--- src/rtl/uart_rx.sv ---
// uart_rx: 16x oversampling UART receiver (8N1) with a small receive FIFO.
// Define UART_RX_PARITY_EN for 8E1 framing with even-parity checking.
module uart_rx #(
  parameter int CLK_FREQ   = 100_000_000,
  parameter int BAUD       = 115200,
  parameter int FIFO_DEPTH = 4
) (
  input  logic       clk_100mhz,
  input  logic       sys_rst,
  input  logic       uart_rxd,
  output logic [7:0] data_out,
  output logic       data_valid,
  input  logic       data_ready,
  output logic       frame_err,
  output logic       parity_err,
  output logic       overflow
);

  localparam int OS_DIV = CLK_FREQ / (16 * BAUD);
  localparam int OS_W   = (OS_DIV > 1) ? $clog2(OS_DIV) : 1;
  localparam int AW     = $clog2(FIFO_DEPTH);
  localparam int PW     = AW + 1;

`ifdef UART_RX_PARITY_EN
  typedef enum logic [2:0] {
    IDLE, START, DATA, PARITY, STOP
  } state_t;
`else
  typedef enum logic [1:0] {
    IDLE, START, DATA, STOP
  } state_t;
`endif

  state_t state, state_n;

  logic meta, rx, rx_prev;
  logic fall;

  logic [OS_W-1:0] os_cnt;
  logic            tick;
  logic [3:0]      tick_cnt;
  logic [2:0]      bit_cnt;
  logic [7:0]      shreg;
  logic            at_mid, at_end;

  logic clr, shift_en, stop_en;
  logic par_fail;
`ifdef UART_RX_PARITY_EN
  logic par_en;
  logic perr_q;
`endif

  logic          push_req, push, pop, full;
  logic [PW-1:0] wr_ptr, rd_ptr, wr_ptr_n, rd_ptr_n;
  logic [7:0]    mem [FIFO_DEPTH];
  logic [7:0]    head_n;

  always_ff @(posedge clk_100mhz or posedge sys_rst) begin
    if (sys_rst) begin
      meta    <= 1'b1;
      rx      <= 1'b1;
      rx_prev <= 1'b1;
    end else begin
      meta    <= uart_rxd;
      rx      <= meta;
      rx_prev <= rx;
    end
  end

  assign fall   = rx_prev & ~rx;
  assign tick   = (os_cnt == OS_W'(OS_DIV - 1));
  assign at_mid = tick && (tick_cnt == 4'd7);
  assign at_end = tick && (tick_cnt == 4'd15);

  always_ff @(posedge clk_100mhz or posedge sys_rst) begin
    if (sys_rst) state <= IDLE;
    else         state <= state_n;
  end

  always_comb begin
    state_n  = state;
    clr      = 1'b0;
    shift_en = 1'b0;
    stop_en  = 1'b0;
`ifdef UART_RX_PARITY_EN
    par_en   = 1'b0;
`endif
    unique case (state)
      IDLE: begin
        if (fall) begin
          clr     = 1'b1;
          state_n = START;
        end
      end
      START: begin
        // Line back high at mid-start is a glitch, not a frame
        if (at_mid) begin
          clr     = 1'b1;
          state_n = rx ? IDLE : DATA;
        end
      end
      DATA: begin
        if (at_end) begin
          shift_en = 1'b1;
          if (bit_cnt == 3'd7) begin
`ifdef UART_RX_PARITY_EN
            state_n = PARITY;
`else
            state_n = STOP;
`endif
          end
        end
      end
`ifdef UART_RX_PARITY_EN
      PARITY: begin
        if (at_end) begin
          par_en  = 1'b1;
          state_n = STOP;
        end
      end
`endif
      STOP: begin
        if (at_end) begin
          stop_en = 1'b1;
          state_n = IDLE;
        end
      end
      default: state_n = IDLE;
    endcase
  end

  always_ff @(posedge clk_100mhz or posedge sys_rst) begin
    if (sys_rst) begin
      os_cnt   <= '0;
      tick_cnt <= '0;
      bit_cnt  <= '0;
      shreg    <= '0;
    end else begin
      os_cnt <= tick ? '0 : os_cnt + OS_W'(1);
      if (clr) begin
        tick_cnt <= '0;
        bit_cnt  <= '0;
      end else if (tick) begin
        tick_cnt <= tick_cnt + 4'd1;
      end
      if (shift_en) begin
        shreg   <= {rx, shreg[7:1]};
        bit_cnt <= bit_cnt + 3'd1;
      end
    end
  end

`ifdef UART_RX_PARITY_EN
  always_ff @(posedge clk_100mhz or posedge sys_rst) begin
    if (sys_rst) par_fail <= 1'b0;
    else if (par_en) par_fail <= (^shreg) ^ rx;
  end

  always_ff @(posedge clk_100mhz or posedge sys_rst) begin
    if (sys_rst) perr_q <= 1'b0;
    else perr_q <= stop_en & rx & par_fail;
  end

  assign parity_err = perr_q;
`else
  assign par_fail   = 1'b0;
  assign parity_err = 1'b0;
`endif

  assign push_req = stop_en & rx & ~par_fail;
  assign pop      = data_valid & data_ready;
  assign full     = (wr_ptr[AW] != rd_ptr[AW]) &&
                    (wr_ptr[AW-1:0] == rd_ptr[AW-1:0]);
  assign push     = push_req & (~full | pop);
  assign wr_ptr_n = wr_ptr + PW'(push);
  assign rd_ptr_n = rd_ptr + PW'(pop);

  // A byte landing in an empty buffer bypasses the array into the head
  always_comb begin
    head_n = mem[rd_ptr_n[AW-1:0]];
    if (push && (rd_ptr_n == wr_ptr)) head_n = shreg;
  end

  always_ff @(posedge clk_100mhz) begin
    if (push) mem[wr_ptr[AW-1:0]] <= shreg;
  end

  always_ff @(posedge clk_100mhz or posedge sys_rst) begin
    if (sys_rst) begin
      wr_ptr     <= '0;
      rd_ptr     <= '0;
      data_valid <= 1'b0;
      data_out   <= 8'h00;
      frame_err  <= 1'b0;
      overflow   <= 1'b0;
    end else begin
      wr_ptr     <= wr_ptr_n;
      rd_ptr     <= rd_ptr_n;
      data_valid <= (wr_ptr_n != rd_ptr_n);
      if (wr_ptr_n != rd_ptr_n) data_out <= head_n;
      frame_err  <= stop_en & ~rx;
      overflow   <= push_req & full & ~pop;
    end
  end

endmodule

--- config.mk ---
export PLATFORM = sky130hd
export DESIGN_NAME = uart_rx
export DESIGN_NICKNAME = d
export VERILOG_FILES = /design/src/rtl/uart_rx.sv
export SDC_FILE = /design/constraint.sdc
export NUM_CORES = 1
export LEC_CHECK = 0
export ABC_AREA = 0
export ABC_CLOCK_PERIOD_IN_PS = 3400
export BUFFER_PORTS_ARGS = -buffer_cell sky130_fd_sc_hd__buf_2
export CORE_MARGIN = 10
export CORE_UTILIZATION = 25
export DETAILED_ROUTE_END_ITERATION = 16
export HOLD_SLACK_MARGIN = 0.12
export PLACE_DENSITY_LB_ADDON = 0.1
export SLEW_MARGIN = 20
export SYNTH_ARGS = -nofsm -noshare
export SYNTH_HDL_FRONTEND = slang
export SYNTH_SLANG_ARGS = --single-unit
export TNS_END_PERCENT = 10
--- constraint.sdc ---
create_clock -name clk_100mhz -period 3.4 [get_ports clk_100mhz]
set_clock_uncertainty 0.1 [all_clocks]
set_input_delay 0.17 -clock clk_100mhz [delete_from_list [all_inputs] [get_ports clk_100mhz]]
set_output_delay 0.17 -clock clk_100mhz [all_outputs]
set_load 0.1 [all_outputs]
==> impl_metrics.toml, run 1 <==
[drt]
antenna_left = 0
viasPerCell = 4.21
route.detailed.drc = 0
first_iter_violations = 141
vias = 1862
wl_mm = 6.85
drt-pass1-iter-count = 3
routedWlPerCell_um = 15.5

[pwr]
internal_power_mw = 1.46
p_comb_frac = 0.011
clkPwrFrac = 0.484
p_sw_frac = 0.218
p_per_area_mw_per_mm2 = 481
ir_worst_vdd_uv = 182
power_leakage_nw = 1.73
p_sw_uw = 408
p_total_mw = 1.87
power_frac_seq = 0.505

[yosys]
ys_ff_latch = 75
synth_cells = 239
synth-edff-count = 32
syn_area_mm2 = 0.00329
yosysSeqAreaShare = 0.621
ys.flop_type = "dfrtp_1"
syn_avg_cell_area_um2 = 13.8
synthDistinctLibCells = 44
synthArstFlopShare = 0.573
syn_nets = 252
yosys_warnings = 0

[clock_tree]
cts_tree = "built"
root_buffer = "clkbuf_16"
cts_resized = 0
cts-buffers-inserted = 9
h-tree-depth = 3
clkSlewWorstSetupHoldPaths_ns = 0.06
cts_sinks = 75
worstSkewPairLatency_ns = 0.34
clockBufferDepth = 2

[setup_path]
rr_endpoint = "data_out[4]$_DFFE_PP0P_"
crit_path_start_kind = "register"
worstPathCellList = "xor2_1 -> or4_4 -> and3_1 -> ha_1 -> ha_1 -> xnor2_1 -> xor2_1 -> and3_1 -> inv_6 -> and3_1 -> a221o_1"
r2r_cells = 11
crit_path_frequent_cell = "and3_1"
rr_startpoint = "rd_ptr[1]$_DFF_PP0_"
critPathMaxFanout = 9
crit_slowest_cell = "or4_4"
crit_family = "simple AND/OR/NAND/NOR gates"
worst-path-stages = 11
crit_start = "rd_ptr[1]$_DFF_PP0_"
r2r_slack_ns = 0.24
critPathRequiredTime_ns = 3.52
worst_path_largest_cell_delay_ns = 0.56
critPathArrivalTime_ns = 3.28
cp.buffers_inverters = 1
critPathCapture = "data_out[4]$_DFFE_PP0P_"
cp-end-kind = "register"
path_class = "register to register"

[timing]
rsz0062_at_grt = "false"
period_share = 0.929
setup_viol = 0
final_max_slew_viol_count = 0
period_minus_slack_ns = 3.16
max_freq_mhz = 317
tns_ns = 0
worstMarginPinSlew_ns = 0.963
slew_headroom = 0.357
worst_hold_slack_ns = 0.221
hold_violations = 0

[final_layout]
final_common_cell = "dfrtp_1"
layout_common_cells = "dfrtp_1 (40), nand2_1 (37), edfxtp_1 (32)"
final_cells = 442
final_util = 0.304
final_nets = 278
syn_to_final_growth_pct = 18.3
drive_above_1_share = 0.219
n_antenna_cell = 0

[global_routing]
overflow = 0
grt_pass1_vias = 2011
antenna_found_initial = 0
grtUsageTotal = 0.0824
grt_first_pass_wirelength_mm = 11.4
grt_max_degree = 44

[die]
die-height_um = 135
coreArea_mm2 = 0.0128
row_count = 41
initial_utilization = 0.257
io_pins = 16
dieWidth_um = 135
die_area_mm2 = 0.0181

[place]
place_congestion = 0.678
numPortBuffers = 14
placed_cells = 424
place_hpwl_mm = 4.52

[job]
maxCapViolCount = 0

[status]
status = "completed"

[worst_hold_path]
hold_path.class = "input port to register"
cells by family (layout without fill, tap and decap cells):
| family | after synthesis | count (layout) | share of synthesized area |
|---|---|---|---|
| compound gates | 24 | 24 | 0.0540 |
| simple gates | 88 | 88 | 0.154 |
| fa+ha+maj | 9 | 9 | 0.0342 |
| buf+inv | 18 | 49 | 0.0282 |
| mux | 8 | 8 | 0.0601 |
| other cells | 1 | 1 | 0.00114 |
| flops | 75 | 75 | 0.621 |
| xor+xnor | 16 | 16 | 0.0472 |
registers in the layout, summed over array words and instances, names as in the netlist, 3 cells and up, named ones only:
name,cells
bit_cnt,3
data_out,8
mem,32
os_cnt,6
rd_ptr,3
shreg,8
tick_cnt,4
wr_ptr,3
worst reg2reg max path, cell delays in order, from the launching register on:
cell and delay [ns]:
dfrtp_1 0.40, xor2_1 0.18, or4_4 0.56, and3_1 0.24
ha_1 0.19, ha_1 0.18, xnor2_1 0.21, xor2_1 0.17
and3_1 0.33, inv_6 0.08, and3_1 0.15, a221o_1 0.26
power by group through the flow:
stage | logic (mW) | registers (mW) | clock network [mW]
final | 0.0204 | 0.944 | 0.906
after global routing | 0.0236 | 0.943 | 0.969
after CTS | 0.0216 | 0.944 | 0.934
after detailed placement | 0.0197 | 0.962 | 0
after global placement | 0.0202 | 0.962 | 0
after floorplan | 0.0146 | 0.961 | 0
synth_stat cells, drive strengths merged, types with 2 or more instances:
cell type | number | area share
a21oi | 3 | 0.0046
a221o | 8 | 0.024
a31oi | 2 | 0.0038
and3 | 12 | 0.023
buf | 6 | 0.013
clkbuf | 5 | 0.0061
dfrtp | 40 | 0.30
dfstp | 3 | 0.024
edfxtp | 32 | 0.29
ha | 9 | 0.034
inv | 7 | 0.0095
mux4 | 8 | 0.060
nand2 | 37 | 0.042
nand2b | 2 | 0.0038
nand3 | 3 | 0.0046
nand4 | 5 | 0.019
nor2 | 13 | 0.015
nor3 | 6 | 0.016
nor3b | 3 | 0.010
o21ai | 7 | 0.011
or4 | 2 | 0.0057
xnor2 | 8 | 0.021
xor2 | 7 | 0.019
routing by layer:
layer	share of wire	vias up	GRT usage
met3	0.035	10	0.0286
met4	0.022	0	0.0417
li1	-	921	-
met5	0	-	0
met2	0.45	16	0.123
met1	0.49	915	0.103
layout make-up:
cell class,count,area (um^2)
clock inverter,5,38.8
sequential,75,2040
multi-input combinational,146,1150
clock buffer,11,243
tap,172,215
inverter,7,31.3
timing repair buffer,26,165
fill,1254,8880
repair_timing:
action                    CTS  global route
setup buffers               0             0
hold buffers                2             0
hold endpoints to repair   41             0
stage by stage:
stage                     worst slack, ns  area (um^2)
final                               0.243         3890
after global routing               0.0359         3890
after CTS                           0.243         3890
after detailed placement            0.251         3590
after global placement              0.264         3590
after floorplan                    0.0431         3290
worst min-delay path by stage:
stage / start / endpoint / slack (ns) / cells past startpoint
after floorplan: uart_rxd / meta$_DFF_PP1_ / 0.07 / 0
after global placement: uart_rxd / meta$_DFF_PP1_ / 0.18 / 1
after detailed placement: uart_rxd / meta$_DFF_PP1_ / 0.18 / 1
after CTS: data_ready / overflow$_DFF_PP0_ / 0.21 / 4
after global routing: data_ready / overflow$_DFF_PP0_ / 0.26 / 4
final: data_ready / overflow$_DFF_PP0_ / 0.22 / 4
No activity file was read; power rests on OpenSTA's default activity.
==> run 2: changes to the inputs <==
Settings changed: ABC_CLOCK_PERIOD_IN_PS 3400 to 3600.
Clock period 3.4 ns to 3.6 ns, I/O delays scaled along.
==> run 2 against run 1 <==
Net effect:
- critical endpoint is now data_out[7]$_DFFE_PP0P_
- first-iteration DRC count is 11% lower
- final cell count is 1.1% lower
- worst setup slack better by 0.12 ns
- count of clock-buffer cells in the layout is 1 lower
- wire length is 0.58% higher
- utilization is 0.19 points higher
- hold slack worse by 0.021 ns
- clock power is 15% higher
- critical path depth stayed put
- register-to-register slack better by 0.12 ns
- die area stayed put
==> impl_metrics.toml, run 2 (synthesized netlist as in run 1, its figures left out) <==
[status]
status = "completed"

[timing]
final_max_slew_viol_count = 0
rsz0062_at_grt = "false"
worstMarginPinSlew_ns = 0.809
setup_viol = 0
hold_violations = 0
max_freq_mhz = 309
period_share = 0.899
slew_headroom = 0.460
tns_ns = 0
period_minus_slack_ns = 3.24

[setup_path]
crit_family = "simple AND/OR/NAND/NOR gates"
critPathArrivalTime_ns = 3.36
r2r_cells = 11
crit_path_start_kind = "register"
worstPathCellList = "xor2_1 -> or4_4 -> and3_1 -> ha_1 -> ha_1 -> xnor2_1 -> xor2_1 -> and3_1 -> inv_6 -> and3_1 -> a221o_1"
crit_path_frequent_cell = "and3_1"
crit_start = "wr_ptr[0]$_DFF_PP0_"
crit_slowest_cell = "or4_4"
cp.buffers_inverters = 1
cp-end-kind = "register"
rr_startpoint = "wr_ptr[0]$_DFF_PP0_"
worst-path-stages = 11
path_class = "register to register"
critPathMaxFanout = 9
critPathRequiredTime_ns = 3.72
worst_path_largest_cell_delay_ns = 0.59

[global_routing]
antenna_found_initial = 0
overflow = 0
grt_pass1_vias = 2030
grtUsageTotal = 0.0844
grt_first_pass_wirelength_mm = 11.6
grt_max_degree = 44

[pwr]
p_sw_frac = 0.193
power_frac_seq = 0.457
p_sw_uw = 377
power_leakage_nw = 1.75
p_per_area_mw_per_mm2 = 498
ir_worst_vdd_uv = 178
p_comb_frac = 0.010
clkPwrFrac = 0.533
internal_power_mw = 1.57

[final_layout]
n_antenna_cell = 0
fill_cells = 1288
drive_above_1_share = 0.204
layout_common_cells = "dfrtp_1 (40), nand2_1 (37), edfxtp_1 (32)"
final_util = 0.306
syn_to_final_growth_pct = 19.0
final_common_cell = "dfrtp_1"
final_nets = 273
largest_register_ffs = 32

[clock_tree]
cts_sinks = 75
cts_hold_buf = 2
cts_tree = "built"
root_buffer = "clkbuf_16"
clkSlewWorstSetupHoldPaths_ns = 0.06
h-tree-depth = 3
cts-buffers-inserted = 9
cts_resized = 0
worstSkewPairLatency_ns = 0.34
cts_setup_buffers = 0
clockBufferDepth = 2

[drt]
route.detailed.drc = 0
routedWlPerCell_um = 15.8
wl_mm = 6.89
viasPerCell = 4.31
vias = 1885
antenna_left = 0
drt-pass1-iter-count = 4
first_iter_violations = 125

[die]
io_pins = 16
initial_utilization = 0.257
row_count = 41
coreArea_mm2 = 0.0128
die_area_mm2 = 0.0181
dieWidth_um = 135
die-height_um = 135

[job]
maxCapViolCount = 0

[worst_hold_path]
hold-path-cell-count = 4
hold_path.class = "input port to register"
worstHoldStart = "data_ready"

[place]
place_congestion = 0.656
place_hpwl_mm = 4.49
numPortBuffers = 14
-- run 2: changes by cell type in the layout (fill, tap and decap cells not counted), moves of 2 or more --
cell,delta
buf_4,-5
clkinv_2,+2
bufinv_16,+3
clkinvlp_4,-4
-- run 2: worst paths after layout --
path	end	slack, ns
max	data_out[7]$_DFFE_PP0P_	0.36
min	overflow$_DFF_PP0_	0.20
max reg2reg	data_out[7]$_DFFE_PP0P_	0.36
min reg2reg	rx$_DFF_PP1_	0.26
max in group asynchronous	shreg[7]$_DFFE_PP0P_	2.48
min in group asynchronous	overflow$_DFF_PP0_	0.43
-- run 2: cell type report --
class,instances,area (um^2),share of cell area
timing repair buffer,21,128,0.0326
sequential,75,2040,0.522
multi-input combinational,146,1150,0.295
tap,172,215,0.0550
clock inverter,6,113,0.0288
clock buffer,10,229,0.0585
inverter,7,32.5,0.00831
-- run 2: power by group through the flow --
stage                     registers (mW)  clock network (mW)  logic, mW
final                              0.891                1.04     0.0195
after global routing               0.891                1.10     0.0229
after CTS                          0.891                1.07     0.0208
after detailed placement           0.908                   0     0.0190
after global placement             0.908                   0     0.0193
after floorplan                    0.907                   0     0.0138
-- run 2: worst reg2reg max path, delay by kind of cell (launching register included) --
kind | cells | cell delay [ns]
xor+xnor | 3 | 0.54
flops | 1 | 0.46
fa+ha+maj | 2 | 0.37
simple gates | 4 | 1.30
compound gates | 1 | 0.26
buf+inv | 1 | 0.08
-- run 2: layer usage --
layer	routed length (um)	part of all wire	track usage	vias up
met5	0	0	0	-
met4	140	0.020	0.0399	0
met3	289	0.042	0.0293	13
met2	3310	0.48	0.134	22
met1	3150	0.46	0.0998	947
li1	-	-	-	903
-- run 2: stage by stage --
stage	std cells	worst slack (ns)	hold WS [ns]	power, mW	area [um^2]
after floorplan	239	0.243	0.0845	0.921	3290
after global placement	419	0.399	0.186	0.927	3550
after detailed placement	419	0.372	0.189	0.927	3550
after CTS	437	0.355	0.202	1.98	3910
after global routing	437	0.146	0.227	2.02	3910
final	437	0.362	0.200	1.95	3910
